$ cat src/rtl/program_loader.sv
// program_loader: loads a framed byte stream (length, payload, checksum) into a 16-byte RAM
// Ports:
//   clk, rst            clock and asynchronous active-high reset
//   start               begins a frame when idle or after an error
//   rx_data/rx_valid    incoming byte stream; rx_ready accepts it
//   wr_en/wr_addr/wr_data  RAM write port, one strobe per payload byte
//   cpu_hold            keeps the CPU off the RAM whenever not idle
//   busy/done/error     frame in progress, good-frame pulse, sticky failure
module program_loader #(
    parameter int DEPTH   = 16,
    parameter int ADDR_W  = 4,
    parameter int TIMEOUT = 1_000_000
) (
    input  logic              clk,
    input  logic              rst,
    input  logic              start,
    input  logic [7:0]        rx_data,
    input  logic              rx_valid,
    output logic              rx_ready,
    output logic              wr_en,
    output logic [ADDR_W-1:0] wr_addr,
    output logic [7:0]        wr_data,
    output logic              cpu_hold,
    output logic              busy,
    output logic              done,
    output logic              error
);
    localparam int TW = TIMEOUT > 1 ? $clog2(TIMEOUT + 1) : 1;

    typedef enum logic [2:0] {IDLE, LEN, DATA, WRITE, CSUM, DONE, ERROR} state_t;

    state_t            state, state_n;
    logic [ADDR_W:0]   len, len_n;
    logic [ADDR_W-1:0] addr, addr_n, wr_addr_n;
    logic [7:0]        sum, sum_n, wr_data_n;
    logic [TW-1:0]     tmo, tmo_n;
    logic              rx_st, xfer, expired;

    // every handshake output is decoded from the state register alone
    assign rx_st    = state == LEN || state == DATA || state == CSUM;
    assign rx_ready = rx_st;
    assign wr_en    = state == WRITE;
    assign cpu_hold = state != IDLE;
    assign busy     = rx_st || state == WRITE || state == DONE;
    assign done     = state == DONE;
    assign error    = state == ERROR;
    assign xfer     = rx_st && rx_valid;
    // fires on the TIMEOUT-th consecutive idle cycle in a receiving state
    assign expired  = TIMEOUT != 0 && rx_st && !rx_valid && tmo == TW'(TIMEOUT - 1);

    always_comb begin
        state_n   = state;
        len_n     = len;
        addr_n    = addr;
        sum_n     = sum;
        wr_addr_n = wr_addr;
        wr_data_n = wr_data;
        tmo_n     = (rx_st && !xfer && !expired) ? tmo + 1'b1 : '0;
        case (state)
            IDLE, ERROR: begin
                if (start) begin
                    state_n = LEN;
                    sum_n   = '0;
                    addr_n  = '0;
                end
            end
            LEN: begin
                if (xfer) begin
                    if (rx_data == 8'd0 || rx_data > 8'(DEPTH)) begin
                        state_n = ERROR;
                    end else begin
                        len_n   = rx_data[ADDR_W:0];
                        sum_n   = rx_data;
                        state_n = DATA;
                    end
                end
            end
            DATA: begin
                if (xfer) begin
                    wr_data_n = rx_data;
                    wr_addr_n = addr;
                    sum_n     = sum + rx_data;
                    state_n   = WRITE;
                end
            end
            WRITE: begin
                // stop on the last address so L = DEPTH never wraps back to 0
                if ({1'b0, addr} == len - 1'b1) begin
                    state_n = CSUM;
                end else begin
                    addr_n  = addr + 1'b1;
                    state_n = DATA;
                end
            end
            CSUM: begin
                if (xfer) state_n = rx_data == sum ? DONE : ERROR;
            end
            DONE: state_n = IDLE;
            default: state_n = IDLE;
        endcase
        if (expired) state_n = ERROR;
    end

    always_ff @(posedge clk or posedge rst) begin
        if (rst) begin
            state   <= IDLE;
            len     <= '0;
            addr    <= '0;
            sum     <= '0;
            wr_addr <= '0;
            wr_data <= '0;
            tmo     <= '0;
        end else begin
            state   <= state_n;
            len     <= len_n;
            addr    <= addr_n;
            sum     <= sum_n;
            wr_addr <= wr_addr_n;
            wr_data <= wr_data_n;
            tmo     <= tmo_n;
        end
    end
endmodule
$ cat config.mk
export PLATFORM = sky130hd
export DESIGN_NAME = program_loader
export DESIGN_NICKNAME = d
export VERILOG_FILES = /design/src/rtl/program_loader.sv
export SDC_FILE = /design/constraint.sdc
export NUM_CORES = 1
export LEC_CHECK = 0
export ABC_AREA = 1
export CORE_UTILIZATION = 50
export DETAILED_ROUTE_END_ITERATION = 7
export PLACE_DENSITY = 0.81
export SLEW_MARGIN = 20
export SYNTH_ARGS = -nofsm -noshare
export SYNTH_HDL_FRONTEND = slang
export SYNTH_SLANG_ARGS = --single-unit
$ cat constraint.sdc
create_clock -name clk -period 4.9 [get_ports clk]
set_clock_uncertainty 0.1 [all_clocks]
set_input_delay 0.735 -clock clk [delete_from_list [all_inputs] [get_ports clk]]
set_output_delay 0.735 -clock clk [all_outputs]
set_load 0.01 [all_outputs]
; ---- Word-level counts from Yosys, hierarchy flattened
; Index checks and enable logic that the tools add are counted.
[op_classes]
n_mux = 18
reduce_logical = 24
eq_ne = 18
n_addsub = 4
n_div = 0
mul = 0
magnitude_cmp = 1
shifts = 0
n_bitwise = 1
[ops]
columns = op, count
row1 = $mux 8, 4
row2 = $pmux 8 s3, 1
row3 = $mux 3, 7
row4 = $add 20x1->20 const B, 1
row5 = $eq 20x20->1 const B, 1
row6 = $mux 20, 1
row7 = $pmux 3 s5, 1
row8 = $ne 3x3->1 const B, 4
row9 = $ne 2x2->1 const B, 5
row10 = $eq 3x3->1 const B, 3
row11 = $add 8x8->8, 1
row12 = $eq 8x8->1, 1
row13 = $gt 8x5->1 const B, 1
row14 = $logic_not 8->1, 1
row15 = $mux 4, 2
row16 = $pmux 4 s2, 1
row17 = $eq 3x2->1 const B, 2
row18 = $reduce_and 3->1, 2
row19 = $reduce_bool 3->1, 2
row20 = $eq 4x5->1, 1
row21 = $logic_and 1x1->1, 5
row22 = $logic_or 1x1->1, 5
row23 = $reduce_and 5->1, 1
row24 = $sub 5x1->5 const B, 1
row25 = other kinds (10), 12
[word_totals]
memories = 0
latch_bits = 0
register_bits = 52
mem_bits_ro = 0
mem_bits_rw = 0
wordCells = 73
inputBits = 12

; ---- Depth between registers and ports, before layout
; Gate-level depths: netlist of the first run.
[depth]
word_depth = 8
mapped_depth = 13
mapped_depth_nobuf = 13

; ---- Worst setup path before layout of the first run
; OpenSTA, ideal clock, no wires.
[synth_path]
path_kind = input -> register
from = input rx_data[0]
to = register sum[4]
t_required_ns = 4.683
path_slack_ns = 2.850
arrival_time_ns = 1.834
stages = 11
path_cell_list = ha_1 inv_1 fa_1 inv_1 nand3_1 nand2_1 a21oi_1 o21ai_0 o21ai_0 nand2_1 nand2_1
[synth_between]
elab_chain_cells = 4
[synth_rtl]
columns = element, line_no
row1 = start: declaration, 17  ; input logic [7:0] rx_data,
row2 = $gt 8x5->1 or $logic_not 8->1 (tied branches), 69  ; if (rx_data == 8'd0 || rx_data > 8'(DEPTH)) begin
row3 = $logic_or 1x1->1, 69
row4 = $ne 2x2->1 (no line), n/a
row5 = $reduce_and 5->1 (no line), n/a
row6 = end signal: assignment, 117  ; sum <= sum_n;
row7 = end: declaration, 35  ; logic [7:0] sum, sum_n, wr_data_n;
; Parallel ways exist; a longest one is shown, timed or not. The select of a mux whose other input is x is not followed.
; A chain may end at the register's enable or synchronous reset.

; ---- Final worst setup path of the first run
[layout_path]
from = register state[1]
to = output wr_en
[layout_between]
elab_chain_cells = 1
[layout_rtl]
columns = element, line_no
row1 = start: declaration, 32  ; state_t state, state_n;
row2 = start signal: assignment, 114  ; state <= state_n;
row3 = $eq 3x2->1, 42  ; assign wr_en = state == WRITE;
row4 = end: declaration, 20  ; output logic wr_en,
; Every way passes these cells.

==> results of run 1 <==
==> per-stage QoR <==
step / instance area [um^2] / util, %
global route: 3680 / 60.7
finish: 3680 / 60.7
floorplan: 3220 / -
CTS: 3680 / 60.7
global placement: 3580 / 59.1
detailed placement: 3580 / 59.1
==> critical path, delay by kind of cell, from the launching register on <==
kind,cells,cell delay [ps]
and+or+nand+nor,2,460
buffers and inverters,1,620
DFF,1,470
==> kinds of logic after synthesis <==
group / share of synthesized area, %
compound gates: 5.71
simple gates: 34.3
fa+ha+maj: 4.51
xor+xnor: 4.08
flops: 40.4
mux: 2.10
buf+inv: 8.94
==> cells in the final DEF, fill, tap and decap left out <==
cell type        instances
a21oi_1                  9
a21oi_4                  1
bufinv_16                1
clkbuf_8                 5
clkdlybuf4s50_1         29
clkinv_2                 1
dfrtp_1                 52
fa_1                     1
ha_1                    10
inv_1                   68
inv_2                    1
mux2_2                   6
nand2_1                127
nand2_2                  5
nand2_4                  1
nand3_1                 36
nand3_2                  1
nand4_1                 14
nand4_4                  1
nor2_1                  48
nor2_2                   1
nor3_1                  11
nor3_2                   1
nor3b_1                  2
nor4_1                   1
o21ai_0                 18
o21ai_1                  2
o21ai_2                  1
o21bai_1                 1
o22ai_1                  1
or2_1                    1
or2_2                    1
xnor2_1                  3
xor2_1                  12
==> final timing paths <==
path | start | to | slack [ps] | depth (start not counted)
max in group asynchronous | rst | tmo[2]$_DFF_PP0_ | 3380 | 2
setup reg to reg | tmo[0]$_DFF_PP0_ | state[2]$_DFFE_PP0P_ | 2790 | 9
hold / removal | tmo[0]$_DFF_PP0_ | tmo[0]$_DFF_PP0_ | 370 | 1
hold reg to reg | tmo[0]$_DFF_PP0_ | tmo[0]$_DFF_PP0_ | 370 | 1
setup / recovery | state[1]$_DFFE_PP0P_ | wr_en | 2200 | 3
min in group asynchronous | rst | addr[3]$_DFFE_PP0P_ | 790 | 2
==> state kept, by name, summed over array words and instances, names as in the netlist <==
| name | flops |
|---|---|
| state | 3 |
| tmo | 20 |
| len | 5 |
| wr_data | 8 |
| wr_addr | 4 |
| sum | 8 |
| addr | 4 |
==> routing by layer <==
layer	GRT usage [%]	vias to the layer above	wire length [um]
met3	3.19	7	403
met5	0	-	0
met4	6.32	0	78
met2	40.0	88	3270
met1	30.1	1341	3210
li1	-	1466	-
==> power breakdown <==
| group | switching, mW | internal, mW |
|---|---|---|
| clock network | 0.143 | 0.147 |
| registers | 0.0789 | 0.536 |
| logic | 0.546 | 0.367 |
| total | 0.768 | 1.05 |
==> cell type report <==
cell class                      instances  share of cell area, %
Multi-Input combinational cell        316                   44.3
Tap cell                               75                   2.55
Timing Repair Buffer                   29                   7.89
Clock inverter                          1                  0.816
Sequential cell                        52                   35.4
Inverter                               70                   7.17
Clock buffer                            5                   1.87
==> run metrics, run 1 <==
die width=82.3 um; gr usage total=a little under a quarter; # port buffers=29; largest net degree at the start of global routing=53; dominant cell by count in the synthesized netlist=nand2_1; DP Wirelength=5250 um; total number of vias=2902; Final Hold Violating Endpoints=0; vias in the first global route=around 2700; initial core utilization=53.1%; Fin Setup TNS=0 ps; Tmin final=around 2700 ps; Final nets=497; GPL Wtd Cong=0.923; clock-pin slew on the worst setup and hold paths=roughly 100 ps; ys flop type=dfrtp_1; number of H-tree levels=2; Synth area leaders=dfrtp_1, nand2_1, inv_1; number of synthesized flops with an enable pin=0; Total Power=1.82 mW; Hold WS=366 ps; clock sinks=52; CTS Root Cell=clkbuf_8; total CTS buffers=5; num rows=28; Tightest Pin Transition=879 ps; run status=completed; max-slew violation count=0; cts hold-fix bufs=0; CP required=between 4000 and 5000 ps; DR iter-0 viols=around 240; Synth Warn #=0; Inst Count DP=542; fmax=around 0.37 GHz; pre-CTS setup slack=about 2100 ps; setup bufs post-CTS=0; Synth Cell Area=roughly 3200 um^2; area of the core=about 6100 um^2; # setup viols final=0; Post-synth ARST share=100%; # resized after CTS=0; critical path cell sequence=nand2_1 > nor2_1 > clkdlybuf4s50_1; Worst-Skew Late Latency=between 300 and 400 ps; fin crit share=55.0%; Via density=5.30; chip height=82.3 um; critical path's largest stage delay=620 ps; Syn Inst Count=442; first-pass GRT wire length=11900 um; Post-Layout Cell Count=548; VDD IR max=0.288 mV; Worst EP arrival=1860 ps; highest net fanout along the worst path=7; I/O Pins=30; max_cap viols=0; fill count=between 500 and 600; post-synthesis register bit count=52; sequential area share after synthesis=40.4%; clock buffer depth=2; relative slew slack=41.3%; CTS tree=built; Lkg Pwr=1.83 nW; gr ovfl total=0; Min-Delay Path Class=flip-flop to flip-flop; Diodes inserted=0; fin worst setup slack=roughly 2200 ps; library cells used by synthesis=33; Area Overhead vs Synth=14.3%; unrepaired setup endpoints after global routing=false; TritonRoute pass-1 iters=5; slowest CP cell=clkdlybuf4s50_1; worst setup path class=flip-flop to primary output; area leader, netlist=dfrtp_1; multi-input combinational cell area=1630 um^2; DR WL/cell=12.7 um; initial antenna violation count=0; CP endpoint kind=primary output; Post-Syn Nets=465; Detail Route Antenna Nets=0; pwr/cell area=between 400 and 500 nW/um^2; Avg Inst Size Synth=7.29 um^2; layout cells sized above 1=under 10%; crit path launch type=flip-flop; Die ar.=6770 um^2; Post-synth top cells=nand2_1, inv_1, dfrtp_1, nor2_1, nand3_1; Sequential Area=about 1300 um^2; top-area cell type share of the netlist area=40.4%; DRC=0; Routed WL=~7000 um
(Power assumes the default switching activity.)
==> inputs of run 2 (changes only) <==
--- a/config.mk
+++ b/config.mk
@@ -8,7 +8,7 @@
 export ABC_AREA = 1
 export CORE_UTILIZATION = 50
 export DETAILED_ROUTE_END_ITERATION = 7
-export PLACE_DENSITY = 0.81
+export PLACE_DENSITY = 0.84
 export SLEW_MARGIN = 20
 export SYNTH_ARGS = -nofsm -noshare
 export SYNTH_HDL_FRONTEND = slang
==> constraint.sdc (replaced) <==
create_clock -name clk -period 2.3 [get_ports clk]
set_clock_uncertainty 0.1 [all_clocks]
set_input_delay 0.345 -clock clk [delete_from_list [all_inputs] [get_ports clk]]
set_output_delay 0.345 -clock clk [all_outputs]
set_load 0.01 [all_outputs]
==> run 2 against run 1 <==
Against the previous run:
- critical path depth rose by 1
- non-clock buffer count rose by 8
- hold slack got worse by 160 ps
- register-to-register slack got worse by 2300 ps
- critical path type unchanged
- count of clock-buffer cells in the layout rose by 1
- flip-flop and latch count did not move
- final area rose by 2.7%
- largest cell class unchanged
- utilization rose by 1.6 points
- first-iteration DRC count fell by 6.8%
- setup slack got worse by 2100 ps
- sequential share of layout area fell by 0.88 points
- total power rose by 120%
==> run metrics, run 2 (synthesis results as in run 1) <==
run status=completed; placed cell areas=3650 um^2 (+2.0%); Routed WL=7400 um (+6.3%); Largest register FFs=20 (unchanged); vias in the first global route=2944 (+9.6%); Inst Count DP=550 (+1.5%); gr usage total=24.6% (+1.5 points); Lkg Pwr=1.88 nW (+3.0%); Via density=5.37 (+1.4%); Diodes inserted=0 (unchanged); Clock power frac=16.9% (+0.9 points); largest net degree at the start of global routing=40 (-25%); # setup viols final=0 (unchanged); fill count=516 (-7.4%); clock-pin slew on the worst setup and hold paths=100 ps (about the same); # port buffers=29 (unchanged); Min-Delay Path Class=primary input to asynchronous set/reset pin; layout cells sized above 1=8.07% (+2.4 points); Final Hold Violating Endpoints=0 (unchanged); clock buffer depth=2 (unchanged); fin util=62.3% (+1.6 points); Design Area, Final=3780 um^2 (+2.7%); gr ovfl total=0 (unchanged); relative slew slack=70.1% (+29 points); Tmin final=2220 ps; Area Overhead vs Synth=17.3%; Fin Setup TNS=0 ps (unchanged); pwr/cell area=1070 nW/um^2 (+120%); DP Wirelength=5590 um (+6.4%); CP endpoint kind=primary output; max-slew violation count=0 (unchanged); sequential power share=32.7% (-1.1 points); highest net fanout along the worst path=6 (-1); total number of vias=2997 (+3.3%); number of H-tree levels=2 (unchanged); clock sinks=52 (unchanged); top flop regs=tmo (20), sum (8), wr_data (8); Tightest Pin Transition=444 ps (-435 ps); DR WL/cell=13.3 um (+4.4%); P_sw=1.70 mW (+120%); fmax=0.451 GHz; combinational fraction of design power=50.3% (about the same); area of the core=6060 um^2 (unchanged); Sw Share=42.3% (+0.087 points); Post-Layout Cell Count=558 (+1.8%); slowest CP cell=clkdlybuf4s50_1; num rows=28 (unchanged); WP buf/inv=1 (unchanged); I/O Pins=30 (unchanged); most common cell after layout, fill and taps aside=nand2_1; first-pass GRT wire length=12700 um (+6.4%); TritonRoute pass-1 iters=8 (+3); Worst-Skew Late Latency=310 ps (about the same); critical path cell sequence=nor2_1 > nand2_1 > nand2_2 > clkdlybuf4s50_1; worst setup path class=flip-flop to primary output; Final nets=505 (+1.6%); VDD IR max=0.694 mV (+140%); fin crit share=96.5%; Worst EP arrival=1770 ps (-90 ps); Total Power=4.03 mW (+120%); DRC=0 (unchanged); die width=82.3 um (unchanged); critical path's largest stage delay=530 ps (-90 ps); DR iter-0 viols=219 (-6.8%); total CTS buffers=5 (unchanged); initial core utilization=53.1% (unchanged); CTS Root Cell=clkbuf_8; Die ar.=6770 um^2 (unchanged); chip height=82.3 um (unchanged); initial antenna violation count=0 (unchanged); CP required=1860 ps (-2210 ps); CP delay by family, top=buffers and inverters; Most flops, register=tmo; P_int=2.32 mW (+120%); crit path launch type=flip-flop; max_cap viols=0 (unchanged); Detail Route Antenna Nets=0 (unchanged); CTS tree=built; GPL Wtd Cong=0.949 (+2.8%); commonest non-fill, non-tap cells in the layout=nand2_1, inv_1, dfrtp_1, nor2_1, nand3_1
## run 2: cell types whose count changed in the layout (fill, tap and decap cells not counted), sizes merged
cell	delta
buf	+8
clkbuf	+1
inv	+1
## run 2: area by class of cell
class / instances / area, um^2 / share of cell area (%)
Clock buffer: 6 / 82.6 / 2.19
Clock inverter: 2 / 38.8 / 1.03
Inverter: 70 / 263 / 6.96
Multi-Input combinational cell: 316 / 1630 / 43.3
Sequential cell: 52 / 1300 / 34.5
Tap cell: 75 / 93.8 / 2.48
Timing Repair Buffer: 37 / 363 / 9.61
## run 2: worst paths after layout
check	startpoint	end	slack (ps)	depth (start not counted)
max	state[0]$_DFFE_PP0P_	rx_ready	80	4
min	rst	wr_addr[2]$_DFFE_PP0P_	210	2
max reg2reg	len[0]$_DFFE_PP0P_	state[1]$_DFFE_PP0P_	460	12
min reg2reg	tmo[0]$_DFF_PP0_	tmo[0]$_DFF_PP0_	370	1
max in group asynchronous	rst	state[2]$_DFFE_PP0P_	1370	3
min in group clk	tmo[0]$_DFF_PP0_	tmo[0]$_DFF_PP0_	370	1
## run 2: stage by stage
step / hold slack (ps) / setup WS (ps)
after floorplan: 333 / 597
after global routing: 245 / -3.74
final: 206 / 80.6
after detailed placement: 361 / 50.2
after global placement: 348 / 91.0
after CTS: 212 / 37.8
## run 2: power groups by stage
stage	sequential, mW	clock, mW	combinational (mW)
4_1_cts	1.31	0.685	2.02
3_5_place_dp	1.33	0	1.99
6_report	1.32	0.682	2.03
2_1_floorplan	1.33	0	1.33
3_3_place_gp	1.32	0	1.92
5_1_grt	1.35	0.719	2.28
## run 2: worst register-to-register path, cell delays in order (launching register included)
cell and delay, ps:
dfrtp_1 390, inv_1 100, ha_1 330, nand2_1 80
inv_1 40, nor2_1 80, nand3_1 90, nor2_1 140
nand2_1 130, nand2_1 100, nand3_1 70, nand2_1 60
inv_1 30
## run 2: what timing repair did
action	in CTS	in global routing
gates resized for setup	0	2
hold buffers	0	0
setup endpoints to repair	0	2
buffers inserted	0	0
hold endpoints to repair	0	0
## run 2: layer usage
layer,vias up,GRT usage (%),share of wire (%)
li1,1477,-,-
met1,1379,30.8,44
met2,128,41.8,47
met3,13,4.51,6.9
met4,0,9.65,1.5
met5,-,0,0
